--- src/rtl/counter_pkg.sv ---
// Shared types and defaults for the LED counter run-control logic.
package counter_pkg;

   typedef enum logic [1:0] {
      IDLE  = 2'd0,
      RUN   = 2'd1,
      PAUSE = 2'd2,
      DONE  = 2'd3
   } ctrl_state_t;

   localparam int CNT_W_DEF = 4;

endpackage

--- src/rtl/counter_ctrl_tick_gen.sv ---
// Prescaler for the run-control sequencer: one tick every PRESCALE enabled cycles.
module tick_gen #(
   parameter int PRESCALE = 4
) (
   input  logic clk,
   input  logic rst,
   input  logic run,
   input  logic clr,
   output logic tick
);

   localparam int PW = (PRESCALE > 2) ? $clog2(PRESCALE) : 1;
   localparam logic [PW-1:0] LAST = PW'(PRESCALE - 1);

   logic [PW-1:0] r_pre;

   // clr dominates run so a restart or a move to IDLE/DONE always lands on 0
   always_ff @(posedge clk) begin
      if (!rst || clr) begin
         r_pre <= '0;
      end else if (run) begin
         if (r_pre == LAST) r_pre <= '0;
         else               r_pre <= r_pre + 1'b1;
      end
   end

   assign tick = (r_pre == LAST);

endmodule

--- src/rtl/counter_ctrl.sv ---
// Run-control sequencer: turns start/stop/pause pulses into paced enable and clear strobes.
module counter_ctrl
   import counter_pkg::*;
#(
   parameter int CNT_W    = CNT_W_DEF,
   parameter int PRESCALE = 125_000_000
) (
   input  logic             clk,
   input  logic             rst,
   input  logic             start,
   input  logic             stop,
   input  logic             pause,
   input  logic             mode_reload,
   input  logic [CNT_W-1:0] limit,
   input  logic [CNT_W-1:0] count_in,
   output logic             cnt_en,
   output logic             cnt_clr,
   output logic             busy,
   output logic             done,
   output logic [1:0]       state_o
);

   ctrl_state_t      r_state;
   ctrl_state_t      w_state_nxt;
   logic [CNT_W-1:0] r_limit;
   logic             r_cnt_en;
   logic             r_cnt_clr;
   logic             r_busy;
   logic             r_done;

   logic w_en_nxt;
   logic w_clr_nxt;
   logic w_start_acc;
   logic w_pre_tick;
   logic w_tick;
   logic w_pre_run;
   logic w_pre_clr;

   assign w_tick = (r_state == RUN) && w_pre_tick;

   always_comb begin
      w_state_nxt = r_state;
      w_en_nxt    = 1'b0;
      w_clr_nxt   = 1'b0;
      w_start_acc = 1'b0;
      case (r_state)
         IDLE: begin
            if (start) begin
               w_start_acc = 1'b1;
               w_clr_nxt   = 1'b1;
               w_state_nxt = RUN;
            end
         end
         RUN: begin
            if (stop) begin
               w_clr_nxt   = 1'b1;
               w_state_nxt = IDLE;
            end else if (start) begin
               w_start_acc = 1'b1;
               w_clr_nxt   = 1'b1;
               w_state_nxt = RUN;
            end else begin
               if (pause) w_state_nxt = PAUSE;
               // reaching the one-shot limit overrides a coincident pause
               if (w_tick) begin
                  if (count_in != r_limit) w_en_nxt    = 1'b1;
                  else if (mode_reload)    w_clr_nxt   = 1'b1;
                  else                     w_state_nxt = DONE;
               end
            end
         end
         PAUSE: begin
            if (stop) begin
               w_clr_nxt   = 1'b1;
               w_state_nxt = IDLE;
            end else if (start) begin
               w_start_acc = 1'b1;
               w_clr_nxt   = 1'b1;
               w_state_nxt = RUN;
            end else if (pause) begin
               w_state_nxt = RUN;
            end
         end
         DONE: begin
            if (stop) begin
               w_clr_nxt   = 1'b1;
               w_state_nxt = IDLE;
            end else if (start) begin
               w_start_acc = 1'b1;
               w_clr_nxt   = 1'b1;
               w_state_nxt = RUN;
            end
         end
         default: w_state_nxt = IDLE;
      endcase
   end

   // prescaler freezes on entry to PAUSE unless that cycle also carries a tick
   assign w_pre_run = (r_state == RUN) && ((w_state_nxt != PAUSE) || w_tick);
   assign w_pre_clr = w_start_acc || (w_state_nxt == IDLE) || (w_state_nxt == DONE);

   tick_gen #(
      .PRESCALE (PRESCALE)
   ) u_tick_gen (
      .clk  (clk),
      .rst  (rst),
      .run  (w_pre_run),
      .clr  (w_pre_clr),
      .tick (w_pre_tick)
   );

   always_ff @(posedge clk) begin
      if (!rst) begin
         r_state   <= IDLE;
         r_limit   <= '0;
         r_cnt_en  <= 1'b0;
         r_cnt_clr <= 1'b0;
         r_busy    <= 1'b0;
         r_done    <= 1'b0;
      end else begin
         r_state   <= w_state_nxt;
         r_cnt_en  <= w_en_nxt;
         r_cnt_clr <= w_clr_nxt;
         r_busy    <= (w_state_nxt == RUN) || (w_state_nxt == PAUSE);
         r_done    <= (w_state_nxt == DONE);
         if (w_start_acc) r_limit <= limit;
      end
   end

   assign cnt_en  = r_cnt_en;
   assign cnt_clr = r_cnt_clr;
   assign busy    = r_busy;
   assign done    = r_done;
   assign state_o = r_state;

endmodule

--- config.mk ---
export PLATFORM = sky130hd
export DESIGN_NAME = counter_ctrl
export DESIGN_NICKNAME = d
export VERILOG_FILES = /design/src/rtl/counter_pkg.sv /design/src/rtl/counter_ctrl_tick_gen.sv /design/src/rtl/counter_ctrl.sv
export SDC_FILE = /design/constraint.sdc
export NUM_CORES = 1
export LEC_CHECK = 0
export BUFFER_PORTS_ARGS = -buffer_cell sky130_fd_sc_hd__buf_4
export CELL_PAD_IN_SITES_DETAIL_PLACEMENT = 0
export CELL_PAD_IN_SITES_GLOBAL_PLACEMENT = 1
export CORE_ASPECT_RATIO = 0.5
export CORE_UTILIZATION = 48
export CTS_BUF_LIST = sky130_fd_sc_hd__clkbuf_16
export DETAILED_ROUTE_END_ITERATION = 7
export GPL_TIMING_DRIVEN = 0
export MAX_ROUTING_LAYER = met4
export PLACE_DENSITY_LB_ADDON = 0.1
export SYNTH_ARGS = -nofsm -noshare
export SYNTH_HDL_FRONTEND = slang
export SYNTH_HIERARCHICAL = 1
export SYNTH_SLANG_ARGS = --single-unit
--- constraint.sdc ---
create_clock -name clk -period 7 [get_ports clk]
set_clock_uncertainty 0.15 [all_clocks]
set_input_delay 1.05 -clock clk [delete_from_list [all_inputs] [get_ports clk]]
set_output_delay 1.05 -clock clk [all_outputs]
set_load 0.1 [all_outputs]
### Yosys cells after proc, flatten, opt, wreduce, memory -nomap -nowiden

Cells that the tools add are included.

* word-level logic and storage cells: 57
* output and inout bits: 6
* flip-flop bits (word level): 37
* input bits: 14

* bitwise gates (word level): 3
* reduce and logical (&&, ||, !) cells: 13
* multiplexer cells: 24
* add/sub/neg operators: 1
* equal/unequal tests: 9

Operators with widths (number)
* $add 27x1->27 const B: 1
* $eq 27x27->1 const B: 1
* $mux 27: 1
* $mux 2: 11
* $mux 1: 9
* $eq 2x2->1 const B: 4
* $pmux 2 s4: 1
* $logic_or 1x1->1: 5
* $reduce_or 5->1: 1
* $eq 2x1->1 const B: 2
* $logic_not 2->1: 2
* $ne 4x4->1: 1
* $not 1->1: 3
* $pmux 1 s3: 1
* $reduce_or 3->1: 1
* $logic_and 1x1->1: 2
* $ne 2x2->1 const B: 1
* $pmux 1 s2: 1
* $reduce_or 2->1: 1
* $logic_not 1->1: 1

### Logic depth before layout (Yosys ltp)

* word-level depth: 11
* gate-level depth with buffers: 16
* depth with buffers taken out: 14

### By module

Netlist, hierarchy kept.

Modules (own cells, without submodules)
* tick_gen: instances 1, cells each 158, seq. area each 540.5 µm², area each 1417.6 µm²
* counter_ctrl: instances 1, cells each 63, seq. area each 200.2 µm², area each 589.3 µm²

### Worst setup path before layout

No wires, ideal clock.

* path kind: register to register
* start point: register u_tick_gen.r_pre[0]
* end point: register u_tick_gen.r_pre[25]
* path slack: 2.691 ns
* path buffers: 1
* cell stages (with the launch flop): 15
* arrival: 4.089 ns
* library setup time: 0.070 ns
* cell sequence: dfxtp_1 -> ha_1 -> or4b_1 -> or4_4 -> nor2_1 -> nand3b_1 -> o31a_1 -> ha_1 -> nor2b_1 -> nor3b_1 -> and4_1 -> clkbuf_1 -> nand4_1 -> or4_2 -> a21oi_1

* elaborated cells on any way between the ends: 16
* those cells by class: 1 x add/sub; 3 x eq/ne; 5 x mux; 7 x reduce/logical

RTL lines
* start, declared: line counter_ctrl_tick_gen.sv:15 `logic [PW-1:0] r_pre;`
* start signal, assigned: line counter_ctrl_tick_gen.sv:23 `else r_pre <= r_pre + 1'b1;`
* $eq 27x27->1 (*): line counter_ctrl_tick_gen.sv:27 `assign tick = (r_pre == LAST);`
* via w_pre_tick: line counter_ctrl.sv:34 `logic w_pre_tick;`
* $logic_and 1x1->1 (*): line counter_ctrl.sv:39 `assign w_tick = (r_state == RUN) && w_pre_tick;`
* $mux 2: line counter_ctrl.sv:65 `if (w_tick) begin`
* $mux 2: line counter_ctrl.sv:58 `end else if (start) begin`
* $mux 2: line counter_ctrl.sv:55 `if (stop) begin`
* $pmux 2 s4: line counter_ctrl.sv:46 `case (r_state)`
* $ne 2x2->1: line counter_ctrl.sv:99 `assign w_pre_run = (r_state == RUN) && ((w_state_nxt != PAUSE) || w_tick);`
* $logic_or 1x1->1 (*): line counter_ctrl.sv:99
* $logic_and 1x1->1 (*): line counter_ctrl.sv:99
* via w_pre_run: line counter_ctrl.sv:36 `logic w_pre_run;`

Mark *: on every way through the listed nets, which the timed path passes. The rest lies on a longest branch.
A chain may end at the register's enable or synchronous reset.

### Final worst setup path

* start point: register u_tick_gen.r_pre[0]
* end point: register u_tick_gen.r_pre[19]

The elaborated chain is that of the path after synthesis.

==> impl_table.tex <==
\begin{tabular}{lr}
\hline
Metric & Value \\
\hline
\multicolumn{2}{l}{\textbf{Route}} \\
\quad DRC violations left & 0 \\
\quad Routed WL & 4400 um \\
\quad Total length of routed met2 wires & 2050 um \\
\quad Wirelength per Cell & 14.6 um \\
\quad Vias & 1740 \\
\quad Total met3 wirelength after detailed routing & 204 um \\
\quad First drt pass iteration count & 4 \\
\quad Number of design-rule violations left by the first detailed-router iteration & 88 \\
\quad Avg Vias per Cell & 5.78 \\
\quad Routed metal-1 wirelength & 2140 um \\
\quad Antenna Nets Post-Route & 0 \\
\quad Highest layer used for signal routing & met3 \\
\multicolumn{2}{l}{\textbf{Timing}} \\
\quad Worst-margin pin slew & 0.534 ns \\
\quad Worst slew margin relative to its limit & 0.644 \\
\quad Final-report hold violation count & 0 \\
\quad Final critical-path share of the clock period & 0.708 \\
\quad RSZ-0062 raised after global routing & no \\
\quad Final setup violation count & 0 \\
\quad Highest clock rate & 202 MHz \\
\quad Final max-slew violation count & 0 \\
\quad Final-layout setup total negative slack & 0 ns \\
\quad Final critical delay including setup and external delays & 4.95 ns \\
\quad Least setup slack across all paths after layout & 2.05 ns \\
\multicolumn{2}{l}{\textbf{Place}} \\
\quad Placer congestion estimate & 0.799 \\
\quad Cell total after placement & 293 \\
\quad Post-DP HPWL & 3170 um \\
\quad Total cell area at the placement stage & 0.00221 sq mm \\
\quad Setup slack at placement & 2.14 ns \\
\quad Count of port buffers added during placement & 18 \\
\multicolumn{2}{l}{\textbf{Layout}} \\
\quad Finished layout cell area & 0.00235 sq mm \\
\quad Commonest non-fill, non-tap cell in the layout & sky130\_fd\_sc\_hd\_\_dfxtp\_1 \\
\quad Count of inserted antenna diode cells & 0 \\
\quad Most frequent cells in the layout & sky130\_fd\_sc\_hd\_\_dfxtp\_1, sky130\_fd\_sc\_hd\_\_buf\_4, sky130\_fd\_sc\_hd\_\_a21oi\_1, sky130\_fd\_sc\_hd\_\_nor2\_1, sky130\_fd\_sc\_hd\_\_nand3\_1 \\
\quad Total number of nets in the final design & 264 \\
\quad Fraction of final layout cells sized beyond drive strength 1 & 0.219 \\
\quad Non-filler instance count after layout & 301 \\
\quad Area Growth Syn to Fin & 16.9\% \\
\multicolumn{2}{l}{\textbf{Synthesis}} \\
\quad Proportion of synthesized flip-flops having asynchronous set or reset & 0 \\
\quad Register area share after synthesis & 0.369 \\
\quad Gate count after technology mapping & 221 \\
\quad Post-synth top flop & sky130\_fd\_sc\_hd\_\_dfxtp\_1 \\
\quad Register bit total from synthesis & 37 \\
\quad Area share of the largest cell type after synthesis & 0.369 \\
\quad Combined area of all synthesized cells & 0.00201 sq mm \\
\quad Net count of the mapped netlist & 239 \\
\quad Number of unique standard cell types used by synthesis & 50 \\
\quad Largest cells by area after synthesis & sky130\_fd\_sc\_hd\_\_dfxtp\_1, sky130\_fd\_sc\_hd\_\_a21oi\_1, sky130\_fd\_sc\_hd\_\_o31ai\_1 \\
\quad EDFF count, synth & 0 \\
\quad Synthesis warning total & 6 \\
\quad Mapped Avg Cell Area & 9.08 sq um \\
\quad Library cell occupying the most area in the post-synthesis netlist & sky130\_fd\_sc\_hd\_\_dfxtp\_1 \\
\multicolumn{2}{l}{\textbf{Clock network}} \\
\quad Number of buffers created by CTS & 5 \\
\quad TritonCTS clock tree & done \\
\quad Clock tree buffer depth & 2 \\
\quad Clock sink count & 37 \\
\quad Insertion delay to the later sink of the worst-skew pair & 0.27 ns \\
\quad Number of buffers inserted for hold repair after clock tree synthesis & 0 \\
\quad Deepest level of the CTS H-tree & 2 \\
\quad Post-CTS Setup Repair Bufs & 0 \\
\quad Number of instances resized during post-cts repair & 0 \\
\quad Clock root buffer & sky130\_fd\_sc\_hd\_\_clkbuf\_16 \\
\quad Worst-path clk slew & 0.05 ns \\
\multicolumn{2}{l}{\textbf{Worst setup path}} \\
\quad R2r startpoint & u\_tick\_gen/r\_pre[0] \\
\quad Minimum setup slack among reg-to-reg paths & 2.05 ns \\
\quad Arrival @ worst endpoint & 5.01 ns \\
\quad Kind of critical path & reg -> reg \\
\quad Reg2reg path depth & 14 \\
\quad Worst r2r dst & u\_tick\_gen/r\_pre[19] \\
\quad Worst Path Max Fanout & 7 \\
\quad CP endpoint kind & flip-flop \\
\quad Required @ worst endpoint & 7.06 ns \\
\quad Startpoint Class & flip-flop \\
\multicolumn{2}{l}{\textbf{GRT}} \\
\quad Global-route wire length before repair & 7250 um \\
\quad Via count of the first global-routing pass & 1520 \\
\quad Overall Global Routing Usage & 0.222 \\
\quad Maximum number of pins on one net before global-route repair & 11 \\
\quad Leftover overflow at the end of global routing & 0 \\
\quad Number of antenna violations at the first check in global routing & 0 \\
\multicolumn{2}{l}{\textbf{Status}} \\
\quad Outcome & completed \\
\multicolumn{2}{l}{\textbf{Flow run}} \\
\quad Maximum capacitance violations & 0 \\
\multicolumn{2}{l}{\textbf{Hold path}} \\
\quad Hold WC Path Type & reg -> reg \\
\quad Number of cells traversed by the worst hold path & 2 \\
\quad Startpoint of the lowest-slack hold path & u\_tick\_gen/r\_pre[1] \\
\quad Destination of the worst hold path & u\_tick\_gen/r\_pre[1] \\
\multicolumn{2}{l}{\textbf{Pwr}} \\
\quad Leak pwr & 0.828 nW \\
\quad Power density of the placed cells & 200 mW/mm\^{}2 \\
\quad Maximum VDD drop & 0.0000962 V \\
\multicolumn{2}{l}{\textbf{Floorplan}} \\
\quad IO Count & 20 \\
\quad Die X-Extent & 93.4 um \\
\quad Initial Util & 0.509 \\
\quad Die area & 0.00446 sq mm \\
\quad Die height & 47.7 um \\
\quad Number of standard-cell rows in the floorplan & 16 \\
\quad Core footprint & 0.00394 sq mm \\
\hline
\end{tabular}
-- routing by layer --
| metal | global-route usage | vias up |
|---|---|---|
| met5 | - | - |
| met1 | 0.279 | 825 |
| met2 | 0.378 | 40 |
| met4 | 0.0277 | 0 |
| li1 | - | 875 |
| met3 | 0.0571 | 0 |
-- per-stage QoR --
stage | hold WS (ns) | power, mW | utilization
final | 0.331 | 0.469 | 0.595
after global routing | 0.353 | 0.488 | 0.595
after CTS | 0.334 | 0.473 | 0.595
after detailed placement | 0.319 | 0.266 | 0.560
after global placement | 0.305 | 0.265 | 0.560
after floorplan | 0.298 | 0.252 | -
-- worst max path at each step --
| stage | cells past startpoint | end | slack [ns] | from |
|---|---|---|---|---|
| floorplan | 14 | u_tick_gen/r_pre[25] | 2.69 | u_tick_gen/r_pre[0] |
| finish | 14 | u_tick_gen/r_pre[19] | 2.05 | u_tick_gen/r_pre[0] |
| detailed placement | 14 | u_tick_gen/r_pre[19] | 2.14 | u_tick_gen/r_pre[0] |
| global route | 15 | u_tick_gen/r_pre[22] | 1.68 | u_tick_gen/r_pre[0] |
| global placement | 14 | u_tick_gen/r_pre[19] | 2.23 | u_tick_gen/r_pre[0] |
| CTS | 14 | u_tick_gen/r_pre[19] | 2.12 | u_tick_gen/r_pre[0] |
-- power breakdown --
group	leakage, nW	switching, mW	internal, mW
registers	0.300	0.00259	0.214
clock network	0.0776	0.0799	0.128
logic	0.451	0.0277	0.0175
total	0.828	0.110	0.359
-- synth_stat cells, types with 2 or more instances --
cell type / instances
sky130_fd_sc_hd__nand2_1: 9
sky130_fd_sc_hd__buf_6: 2
sky130_fd_sc_hd__nor3_1: 2
sky130_fd_sc_hd__mux2_2: 2
sky130_fd_sc_hd__buf_4: 2
sky130_fd_sc_hd__ha_1: 4
sky130_fd_sc_hd__or4_1: 5
sky130_fd_sc_hd__inv_1: 6
sky130_fd_sc_hd__xnor2_1: 4
sky130_fd_sc_hd__nor2_1: 16
sky130_fd_sc_hd__and3_1: 3
sky130_fd_sc_hd__xnor2_2: 3
sky130_fd_sc_hd__and4_1: 7
sky130_fd_sc_hd__or3_2: 3
sky130_fd_sc_hd__or4_2: 4
sky130_fd_sc_hd__or4b_1: 2
sky130_fd_sc_hd__nand3_1: 14
sky130_fd_sc_hd__and2_1: 3
sky130_fd_sc_hd__a21oi_1: 19
sky130_fd_sc_hd__xor2_1: 9
sky130_fd_sc_hd__clkbuf_1: 4
sky130_fd_sc_hd__nand4_1: 12
sky130_fd_sc_hd__dfxtp_1: 37
sky130_fd_sc_hd__o31ai_1: 12
sky130_fd_sc_hd__clkbuf_8: 3
sky130_fd_sc_hd__o21ai_0: 10
-- worst max-delay path: stages, from the launching register on --
cell and delay (ns):
sky130_fd_sc_hd__dfxtp_1 0.37, sky130_fd_sc_hd__ha_1 0.20, sky130_fd_sc_hd__or4b_1 0.43, sky130_fd_sc_hd__or4_4 0.56, sky130_fd_sc_hd__nor2_1 0.24, sky130_fd_sc_hd__nand3b_1 0.22
sky130_fd_sc_hd__o31a_1 0.33, sky130_fd_sc_hd__ha_1 0.20, sky130_fd_sc_hd__nor2b_1 0.12, sky130_fd_sc_hd__nor3b_1 0.46, sky130_fd_sc_hd__and4_1 0.27, sky130_fd_sc_hd__clkbuf_1 0.30
sky130_fd_sc_hd__nand3_1 0.20, sky130_fd_sc_hd__or4_2 0.68, sky130_fd_sc_hd__a21oi_1 0.15
-- cells by family after synthesis --
family	count (synthesis)	synth area share
AOI/OAI and AO/OA	51	0.166
xor gates and xnor gates	16	0.0810
DFF	37	0.369
and+or+nand+nor	94	0.290
buffers and inverters	17	0.0580
adders and majority gates	4	0.0249
muxes	2	0.0112
-- state kept, by name, indices dropped and copies added, names as in the netlist --
name              count
busy                  1
cnt_en                1
done                  1
state_o               2
cnt_clr               1
u_tick_gen/r_pre     27
r_limit               4
-- area by class of cell --
cell class | instances | area (sq um)
plain buffers | 11 | 93.8
clock buffers | 5 | 125
clock inverters | 3 | 11.3
fillers | 366 | 1600
inverters | 6 | 22.5
multi-input cells | 167 | 1150
flip-flops and latches | 37 | 741
well taps | 54 | 67.6
repair buffers | 18 | 135
Note: power is estimated with default switching activity, not from simulation.
